===== src/rtl/hack_control_fsm_pkg.sv =====
// Shared Hack-16 definitions: sequencer state encoding, instruction field
// positions and small decode helpers used by the control FSM and CPU variants.
package hack_pkg;

   localparam logic [1:0] S_IDLE   = 2'd0;
   localparam logic [1:0] S_FETCH  = 2'd1;
   localparam logic [1:0] S_DECODE = 2'd2;
   localparam logic [1:0] S_EXEC   = 2'd3;

   typedef enum logic [1:0] {
      ST_IDLE   = S_IDLE,
      ST_FETCH  = S_FETCH,
      ST_DECODE = S_DECODE,
      ST_EXEC   = S_EXEC
   } state_t;

   localparam int CI_BIT  = 15;
   localparam int A_BIT   = 12;
   localparam int DEST_A  = 5;
   localparam int DEST_D  = 4;
   localparam int DEST_M  = 3;
   localparam int JMP_HI  = 2;
   localparam int JMP_LO  = 0;

   function automatic logic is_cinstr(input logic [15:0] word);
      return word[CI_BIT];
   endfunction

endpackage


===== src/rtl/hack_control_fsm_if.sv =====
// Control bus between the Hack-16 sequencer (master) and the datapath/ROM side
// (slave): instruction word, ALU flags, register enables and status.
interface hack_control_fsm_if #(
   parameter int CNT_W = 16
);
   logic             run;
   logic [15:0]      instr_in;
   logic             alu_zr;
   logic             alu_ng;
   logic [15:0]      ir;
   logic             a_load;
   logic             a_sel;
   logic             am_sel;
   logic             d_load;
   logic             m_write;
   logic             pc_load;
   logic             pc_inc;
   logic             busy;
   logic [CNT_W-1:0] retired;

   modport master (
      input  run, instr_in, alu_zr, alu_ng,
      output ir, a_load, a_sel, am_sel, d_load, m_write, pc_load, pc_inc, busy, retired
   );

   modport slave (
      output run, instr_in, alu_zr, alu_ng,
      input  ir, a_load, a_sel, am_sel, d_load, m_write, pc_load, pc_inc, busy, retired
   );
endinterface


===== src/rtl/hack_jump_cond.sv =====
// Hack jump-condition evaluator: decides whether a C-instruction's jump field
// is satisfied by the current ALU zero/negative flags.
module hack_jump_cond (
   input  logic [2:0] jump,
   input  logic       zr,
   input  logic       ng,
   output logic       taken
);
   assign taken = (jump[2] & ng) | (jump[1] & zr) | (jump[0] & ~zr & ~ng);
endmodule


===== src/rtl/hack_control_fsm.sv =====
// Multi-cycle Hack-16 sequencer: FETCH latches the ROM word, DECODE lets M and
// the flags settle, EXEC fires the register/memory enables for one cycle.
module hack_control_fsm
   import hack_pkg::*;
#(
   parameter int CNT_W = 16
) (
   input  logic                clk,
   input  logic                rst,
   hack_control_fsm_if.master  bus
);

   state_t           state_r;
   logic [15:0]      ir_r;
   logic [CNT_W-1:0] retired_r;
   logic             jmp_s;
   logic             a_load_s;
   logic             a_sel_s;
   logic             d_load_s;
   logic             m_write_s;
   logic             pc_load_s;
   logic             pc_inc_s;

   hack_jump_cond u_jump (
      .jump  (ir_r[JMP_HI:JMP_LO]),
      .zr    (bus.alu_zr),
      .ng    (bus.alu_ng),
      .taken (jmp_s)
   );

   // Sequencer state, instruction register and retired-instruction counter.
   always_ff @(posedge clk) begin
      if (rst) begin
         state_r   <= ST_IDLE;
         ir_r      <= 16'h0000;
         retired_r <= {CNT_W{1'b0}};
      end else begin
         case (state_r)
            ST_IDLE: begin
               if (bus.run) state_r <= ST_FETCH;
               else         state_r <= ST_IDLE;
            end
            ST_FETCH: begin
               ir_r    <= bus.instr_in;
               state_r <= ST_DECODE;
            end
            ST_DECODE: begin
               state_r <= ST_EXEC;
            end
            ST_EXEC: begin
               retired_r <= retired_r + {{(CNT_W-1){1'b0}}, 1'b1};
               state_r   <= bus.run ? ST_FETCH : ST_IDLE;
            end
            default: begin
               state_r <= ST_IDLE;
            end
         endcase
      end
   end

   // EXEC-only enable decode; flags are used as sampled now, so a jump that
   // also writes A still targets the old A.
   always_comb begin
      a_load_s  = 1'b0;
      a_sel_s   = 1'b0;
      d_load_s  = 1'b0;
      m_write_s = 1'b0;
      pc_load_s = 1'b0;
      pc_inc_s  = 1'b0;
      if (state_r == ST_EXEC) begin
         if (is_cinstr(ir_r)) begin
            a_load_s  = ir_r[DEST_A];
            a_sel_s   = 1'b1;
            d_load_s  = ir_r[DEST_D];
            m_write_s = ir_r[DEST_M];
            pc_load_s = jmp_s;
            pc_inc_s  = ~jmp_s;
         end else begin
            a_load_s  = 1'b1;
            a_sel_s   = 1'b0;
            pc_inc_s  = 1'b1;
         end
      end else begin
         pc_inc_s  = 1'b0;
      end
   end

   assign bus.ir      = ir_r;
   assign bus.retired = retired_r;
   assign bus.am_sel  = ir_r[A_BIT];
   assign bus.busy    = (state_r != ST_IDLE);
   assign bus.a_load  = a_load_s;
   assign bus.a_sel   = a_sel_s;
   assign bus.d_load  = d_load_s;
   assign bus.m_write = m_write_s;
   assign bus.pc_load = pc_load_s;
   assign bus.pc_inc  = pc_inc_s;

endmodule

===== src/flat_wrapper.sv =====
// flat-port wrapper written by rule: the top's interface ports become plain ports
module hack_control_fsm_flat import hack_pkg::*;
#(
   parameter int CNT_W = 16
)
  (clk, rst, bus_run, bus_instr_in, bus_alu_zr, bus_alu_ng, bus_ir, bus_a_load, bus_a_sel, bus_am_sel, bus_d_load, bus_m_write, bus_pc_load, bus_pc_inc, bus_busy, bus_retired);
  hack_control_fsm_if #(.CNT_W(CNT_W)) bus_i ();
  input  logic clk;
  input  logic rst;
  input wire logic [$bits(bus_i.run)-1:0] bus_run;
  input wire logic [$bits(bus_i.instr_in)-1:0] bus_instr_in;
  input wire logic [$bits(bus_i.alu_zr)-1:0] bus_alu_zr;
  input wire logic [$bits(bus_i.alu_ng)-1:0] bus_alu_ng;
  output wire logic [$bits(bus_i.ir)-1:0] bus_ir;
  output wire logic [$bits(bus_i.a_load)-1:0] bus_a_load;
  output wire logic [$bits(bus_i.a_sel)-1:0] bus_a_sel;
  output wire logic [$bits(bus_i.am_sel)-1:0] bus_am_sel;
  output wire logic [$bits(bus_i.d_load)-1:0] bus_d_load;
  output wire logic [$bits(bus_i.m_write)-1:0] bus_m_write;
  output wire logic [$bits(bus_i.pc_load)-1:0] bus_pc_load;
  output wire logic [$bits(bus_i.pc_inc)-1:0] bus_pc_inc;
  output wire logic [$bits(bus_i.busy)-1:0] bus_busy;
  output wire logic [$bits(bus_i.retired)-1:0] bus_retired;
  assign bus_i.run = bus_run;
  assign bus_i.instr_in = bus_instr_in;
  assign bus_i.alu_zr = bus_alu_zr;
  assign bus_i.alu_ng = bus_alu_ng;
  assign bus_ir = bus_i.ir;
  assign bus_a_load = bus_i.a_load;
  assign bus_a_sel = bus_i.a_sel;
  assign bus_am_sel = bus_i.am_sel;
  assign bus_d_load = bus_i.d_load;
  assign bus_m_write = bus_i.m_write;
  assign bus_pc_load = bus_i.pc_load;
  assign bus_pc_inc = bus_i.pc_inc;
  assign bus_busy = bus_i.busy;
  assign bus_retired = bus_i.retired;
  hack_control_fsm #(.CNT_W(CNT_W)) u_core (.clk(clk), .rst(rst), .bus(bus_i));
endmodule

===== config.mk =====
export PLATFORM = sky130hd
export DESIGN_NAME = hack_control_fsm_flat
export DESIGN_NICKNAME = d
export VERILOG_FILES = /design/src/rtl/hack_control_fsm_pkg.sv /design/src/rtl/hack_control_fsm_if.sv /design/src/rtl/hack_jump_cond.sv /design/src/rtl/hack_control_fsm.sv /design/src/flat_wrapper.sv
export SDC_FILE = /design/constraint.sdc
export NUM_CORES = 1
export LEC_CHECK = 0
export CORE_MARGIN = 5
export CORE_UTILIZATION = 42
export CTS_CLUSTER_SIZE = 12
export DETAILED_ROUTE_END_ITERATION = 8
export PLACE_DENSITY = 0.76
export SLEW_MARGIN = 10
export SYNTH_ARGS = -nofsm -noshare
export SYNTH_HDL_FRONTEND = slang
export SYNTH_SLANG_ARGS = --single-unit

===== constraint.sdc =====
create_clock -name clk -period 1.9 [get_ports clk]
set_input_delay 0.38 -clock clk [delete_from_list [all_inputs] [get_ports clk]]
set_output_delay 0.38 -clock clk [all_outputs]
set_load 0.005 [all_outputs]

==> impl_results.md, run 1 <==
* IO buf count at 60
* Drt first pass iters at 4
* Total number of vias at roughly 1.3k
* Via-to-Cell Ratio at between 4 and 5
* WL/cell at between 10 and 15 um
* Iteration-0 DRC Markers at 91
* Layout overhead on the synthesized area at 49.0%
* Commonest cells in the netlist: 34 x dfxtp_1, 34 x nor2_1, 17 x mux2i_1, 8 x xnor2_1, 7 x inv_1
* Worst Skew at between 0.007 and 0.008 ns
* Syn Nets at between 150 and 200
* Remaining Overflow, GRT at 0
* Max IR drop VDD at 0.396 mV
* Synth top area share at 0.448
* Prevailing post-synth register cell: dfxtp_1
* RSZ-0062 raised after global routing: no
* Register area at slightly below 700 um2
* Largest net degree at the start of global routing at 18
* EDFF count, synth at 0
* Min Tclk post-route at between 1.5 and 2 ns
* WL final at approximately 3600 um
* Max cap viols at 0
* Mapped Area at 1520 um2
* Synth unique cells at 29
* Final Hold Vio Count at 0
* Hold_buf cts at 0
* Comb power frac at 0.270
* Critical path arrival at approximately 1.4 ns
* Post-route design area at about 2300 um2
* Yosys reg bits at 34
* Max Slew Vio Count at 0
* R2r worst-path depth at 7
* Nets at approximately 250
* Die Area at 4920 um2
* Sequential share of power at 0.490
* Antenna violations before repair at 0
* Synth Instances at 160
* Clock Latency Late Sink at 0.33 ns
* Synth area leaders: dfxtp_1 45%, mux2i_1 11%, nor2_1 8.4%
* Hold path cells at 2
* Initial Utilization at 0.444
* Path category of the worst min-delay check: reg -> reg
* Root buf cell: clkbuf_4
* IO Count at between 60 and 70
* Height of the die at between 70 and 80 um
* Worst setup path class: reg -> out
* Pre-CTS setup slack at -0.401 ns
* First-pass GRT wire length at slightly above 6000 um
* Sequential area share after synthesis at 0.448
* Yosys top cell by area: dfxtp_1
* Fraction of registers with async set/reset at 0
* H-tree lvl count at 2
* Layout cells sized above 1 at 0.141
* Pwr per Cell Area at about 760 nW/um2
* Core area at between 3000 and 4000 um2
* P_int at about 1.2 mW
* Longest Clk Path Bufs at 2
* DRC errors left at 0
* Chip width at between 70 and 80 um
* Detail Route Antenna Nets at 0
* Switching Share at 0.280
* Final setup margin at 0.120 ns
* Syn_area_per_cell at approximately 9.5 um2
* Status: finished clean
* Worst-margin pin slew at 0.345 ns
* Synth Warn # at 0
* # setup viols final at 0
* Final period utilization at 0.937
* Vias in the first global route at around 1.3k
* CTS clk-pin slew, worst paths at approximately 0.10 ns
* Switch Pwr at between 0.4 and 0.5 mW
* TritonCTS Buffers at 5
* Gr usage total at 0.155
* Final setup TNS at 0 ns
* Worst Path Required at 1.52 ns
* CP Max Fanout at 5
* Area used by multi-input combinational logic at 786 um2
* Fillers at between 200 and 300
* Clk network pwr share at 0.240
* Max Fclk at about 560 MHz
* Clock sink count at 34
* Gpl congestion at ~0.78
* TritonCTS clock tree: built
* WHS at approximately 0.50 ns
* Setup crit end kind: primary output
* Dpl hpwl at around 2600 um
* P_leak at around 0.88 nW
* CP Launch Type: flop
* Worst slew margin at 0.769
* Placed cell area at between 2000 and 2500 um2
* Total inserted antenna cells at 0
* Row count at 21
power groups by stage:
stage          sequential, mW  combinational [mW]  clock [mW]
6_report                0.842               0.465       0.413
2_1_floorplan           0.843               0.234           0
4_1_cts                 0.842               0.473       0.439
3_3_place_gp            0.839               0.453           0
5_1_grt                 0.852               0.514       0.475
3_5_place_dp            0.846               0.467           0
placed cells by master (no fill, tap or decap), types with 4 or more instances in the layout:
master            n
dlygate4sd2_1     7
inv_1             6
nand3_1           5
nor2_1           34
nor3_1            5
mux2i_1          17
xnor2_1           8
nand2_1           5
a21oi_1           4
clkdlybuf4s50_1  51
buf_4             8
clkbuf_4          5
ha_1              5
dfxtp_1          31
registers in the layout (all words and copies together) (netlist names):
| signal | cells |
|---|---|
| u_core.bus.retired | 16 |
| u_core.bus.ir | 16 |
| u_core.state_r | 2 |
cell type report:
type	instances	share of cell area
Timing Repair Buffer	68	0.284
Sequential cell	34	0.305
Clock inverter	1	0.00221
Multi-Input combinational cell	110	0.348
Tap cell	46	0.0255
Clock buffer	7	0.0243
Inverter	7	0.0116
worst paths after layout:
kind | startpoint | to | slack (ns)
min reg2reg | u_core.bus.ir[9] | u_core.bus.ir[9] | 0.50
max reg2reg | u_core.state_r[0] | u_core.bus.retired[14] | 0.34
max | u_core.state_r[0] | bus_a_load | 0.12
min | u_core.bus.ir[9] | u_core.bus.ir[9] | 0.50
metal layers:
metal | track usage | up-vias | part of all wire
li1 | - | 665 | -
met1 | 0.180 | 592 | 0.45
met2 | 0.256 | 46 | 0.47
met3 | 0.0603 | 7 | 0.065
met4 | 0.0574 | 0 | 0.015
met5 | 0 | - | 0
per-stage QoR:
stage                     instances   util  power [mW]
after global placement          262  0.634        1.29
after floorplan                 160      -        1.08
after CTS                       273  0.663        1.75
after detailed placement        262  0.634        1.31
after global routing            273  0.662        1.84
final                           273  0.662        1.72
critical path: stages, from the launching register on:
cell and delay (ns):
dfxtp_4 0.38, ha_4 0.17, buf_4 0.13, inv_2 0.07
a21oi_1 0.04, dlygate4sd2_1 0.28
timing repair:
action                                 in CTS  in global routing
gates resized for setup                    19                  6
setup buffers                               3                  0
endpoints found under the hold margin       0                  0
gates cloned                                0                  0
pin swaps                                   1                  2
setup endpoints to repair                   7                  3
logic make-up (layout without fill, tap and decap cells):
family | after synthesis | in the layout | share of synthesized area
fa+ha+maj | 6 | 6 | 0.0495
simple gates | 66 | 66 | 0.232
xor+xnor | 11 | 11 | 0.0635
mux | 19 | 19 | 0.127
flops | 34 | 34 | 0.448
buf+inv | 16 | 83 | 0.0495
compound gates | 8 | 8 | 0.0297
(Power assumes the default switching activity.)
==> inputs of run 2 (changes only) <==
--- a/config.mk
+++ b/config.mk
@@ -5,11 +5,13 @@
 export SDC_FILE = /design/constraint.sdc
 export NUM_CORES = 1
 export LEC_CHECK = 0
+export CELL_PAD_IN_SITES_DETAIL_PLACEMENT = 1
+export CELL_PAD_IN_SITES_GLOBAL_PLACEMENT = 2
 export CORE_MARGIN = 5
-export CORE_UTILIZATION = 42
+export CORE_UTILIZATION = 24
 export CTS_CLUSTER_SIZE = 12
 export DETAILED_ROUTE_END_ITERATION = 8
-export PLACE_DENSITY = 0.76
+export PLACE_DENSITY = 0.75
 export SLEW_MARGIN = 10
 export SYNTH_ARGS = -nofsm -noshare
 export SYNTH_HDL_FRONTEND = slang
==> run 2 against run 1 <==
Clock power up 34%. First-iteration DRC count down 58%. Maximum frequency down 2.5%. Power up 7.8%. Register-to-register slack better by 0.06 ns. Routed wire length up 10%. Via count up 1.5%. Critical path type unchanged.
==> impl_results.md, run 2 (synthesis gave the netlist of run 1 again) <==
* Min Tclk post-route at 1.83 ns (was 1.78 ns)
* CP Max Fanout at 5 (unchanged)
* RSZ-0062 raised after global routing: no (unchanged)
* WL/cell at 13.2 um (about the same)
* H-tree lvl count at 2 (unchanged)
* WHS at 0.498 ns (was 0.504 ns)
* Die Area at 8010 um2 (was 4920 um2)
* Final setup margin at 0.0732 ns (was 0.120 ns)
* Reg2Reg Setup Slack at 0.40 ns (was 0.34 ns)
* DRC errors left at 0 (unchanged)
* Most common cell after layout, fill and taps aside: clkdlybuf4s50_1 (unchanged)
* Total inserted antenna cells at 0 (unchanged)
* Post-CTS Setup Bufs at 0 (was 3)
* Initial Utilization at 0.243 (was 0.444)
* Pre-CTS setup slack at -0.363 ns (was -0.401 ns)
* CP cell instances: ha_4 -> and3_1 -> clkdlybuf4s50_1 (was ha_4 -> buf_4 -> inv_2 -> a21oi_1 -> dlygate4sd2_1)
* IO Count at 61 (unchanged)
* Pwr per Cell Area at 797 nW/um2 (was 761 nW/um2)
* Slowest cell on crit path: clkdlybuf4s50_1 (was dfxtp_4)
* Status: finished clean (unchanged)
* Layout cells sized above 1 at 0.103 (was 0.141)
* RR Startpoint: u_core.state_r[1] (was u_core.state_r[0])
* Layout overhead on the synthesized area at 53.3% (was 49.0%)
* Crit path launch: u_core.state_r[1] (was u_core.state_r[0])
* TritonCTS Buffers at 5 (unchanged)
* Max IR drop VDD at 0.260 mV (was 0.396 mV)
* CP Launch Type: flop (unchanged)
* TritonCTS clock tree: built (unchanged)
* Most frequent cells in the layout: 53 x clkdlybuf4s50_1, 34 x nor2_1, 32 x dfxtp_1 (was 51 x clkdlybuf4s50_1, 34 x nor2_1, 31 x dfxtp_1)
* Height of the die at 89.5 um (was 70.1 um)
* Worst setup path class: reg -> out (unchanged)
* R2r endpoint: u_core.bus.retired[15] (was u_core.bus.retired[14])
* Critical path arrival at 1.45 ns (was 1.40 ns)
* Worst Skew at 0.00958 ns (was 0.00749 ns)
* Final period utilization at 0.961 (was 0.937)
* Crit path to: bus_d_load (was bus_a_load)
* Max Slew Vio Count at 0 (unchanged)
* Gpl congestion at 0.693 (was 0.782)
* Antenna violations before repair at 0 (unchanged)
* Largest net degree at the start of global routing at 23 (was 18)
* Vias in the first global route at 1370 (was 1343)
* WL final at 3980 um (was 3610 um)
* Root buf cell: clkbuf_8 (was clkbuf_4)
* Remaining Overflow, GRT at 0 (unchanged)
* P_leak at 0.887 nW (was 0.881 nW)
* CTS clk-pin slew, worst paths at 0.07 ns (was 0.10 ns)
* # setup viols final at 0 (unchanged)
* Row count at 29 (was 21)
* Core area at 6240 um2 (was 3420 um2)
* Nets at 250 (was 253)
* Longest Clk Path Bufs at 2 (unchanged)
* CP max stage delay at 0.51 ns (was 0.38 ns)
* Worst slew margin at 0.712 (was 0.769)
* Final Hold Vio Count at 0 (unchanged)
* Worst Path Required at 1.52 ns (about the same)
* Max Fclk at 547 MHz (was 562 MHz)
* Total number of vias at 1329 (was 1310)
* Dpl hpwl at 2980 um (was 2630 um)
* R2r worst-path depth at 6 (was 7)
* Via-to-Cell Ratio at 4.42 (was 4.80)
* Clock Latency Late Sink at 0.28 ns (was 0.33 ns)
* Path category of the worst min-delay check: reg -> reg (unchanged)
* Drt first pass iters at 4 (unchanged)
* First-pass GRT wire length at 6470 um (was 6130 um)
* Chip width at 89.5 um (was 70.1 um)
* Worst-margin pin slew at 0.431 ns (was 0.345 ns)
* Gr usage total at 0.106 (was 0.155)
* Max cap viols at 0 (unchanged)
* Iteration-0 DRC Markers at 38 (was 91)
* IO buf count at 60 (unchanged)
* Clock sink count at 34 (unchanged)
* Detail Route Antenna Nets at 0 (unchanged)
* Setup crit end kind: primary output (unchanged)
[run 2: changes by cell type in the layout (fill, tap and decap cells not counted), moves of 2 or more]
cell             delta
clkbuf_8            +5
clkbuf_4            -5
buf_4               -4
dlygate4sd2_1       -2
clkdlybuf4s50_1     +2
[run 2: power by group]
part	leakage, nW	internal [mW]	total, mW	switching (mW)
clock	0.0482	0.292	0.553	0.261
combinational	0.562	0.271	0.465	0.193
sequential	0.277	0.785	0.837	0.0518
[run 2: layout make-up]
class	count	area (um2)
fill	730	3920
multi-input combinational	110	779
sequential	34	686
timing repair buffer	65	647
tap	77	96.3
clock buffer	7	86.3
inverter	7	26.3
clock inverter	1	5.00
[run 2: critical path, delay by kind of cell, from the launching register on]
family,cells,cell delay [ns]
AND/OR/NAND/NOR,1,0.15
buffers and inverters,1,0.51
adder cells (fa/ha/maj),1,0.15
flip-flops,1,0.37
[run 2: how the worst min path moves through the flow]
| stage | from | end | slack, ns | cells after the start |
|---|---|---|---|---|
| floorplan | u_core.bus.ir[10] | u_core.bus.ir[10] | 0.49 | 2 |
| global placement | u_core.bus.ir[7] | u_core.bus.ir[7] | 0.47 | 2 |
| detailed placement | u_core.bus.ir[7] | u_core.bus.ir[7] | 0.48 | 2 |
| CTS | u_core.bus.ir[7] | u_core.bus.ir[7] | 0.50 | 2 |
| global route | u_core.bus.ir[11] | u_core.bus.ir[11] | 0.53 | 2 |
| finish | u_core.bus.ir[14] | u_core.bus.ir[14] | 0.50 | 2 |
[run 2: through the flow]
step	utilization	power [mW]	cell area [um2]	setup TNS (ns)	std cells
6_report	0.373	1.85	2330	0	301
3_3_place_gp	0.355	1.32	2220	-0.655	293
2_1_floorplan	-	1.08	1520	0	160
4_1_cts	0.372	1.89	2320	0	301
5_1_grt	0.373	1.98	2330	0	301
3_5_place_dp	0.355	1.33	2220	-0.659	293
[run 2: what timing repair did]
item / 4_1_cts / 5_1_grt
endpoints found under the setup margin: 7 / 4
gates cloned: 0 / 0
endpoints found under the hold margin: 0 / 0
pin swaps: 0 / 0
hold buffers: 0 / 0
resized for setup: 11 / 3
[run 2: per-layer routing]
layer	GRT usage	share of wire	routed length (um)	vias to the layer above
li1	-	-	-	658
met1	0.134	0.47	1880	619
met2	0.167	0.43	1720	46
met3	0.0433	0.087	345	6
met4	0.0284	0.011	44	0
met5	0	0	0	-
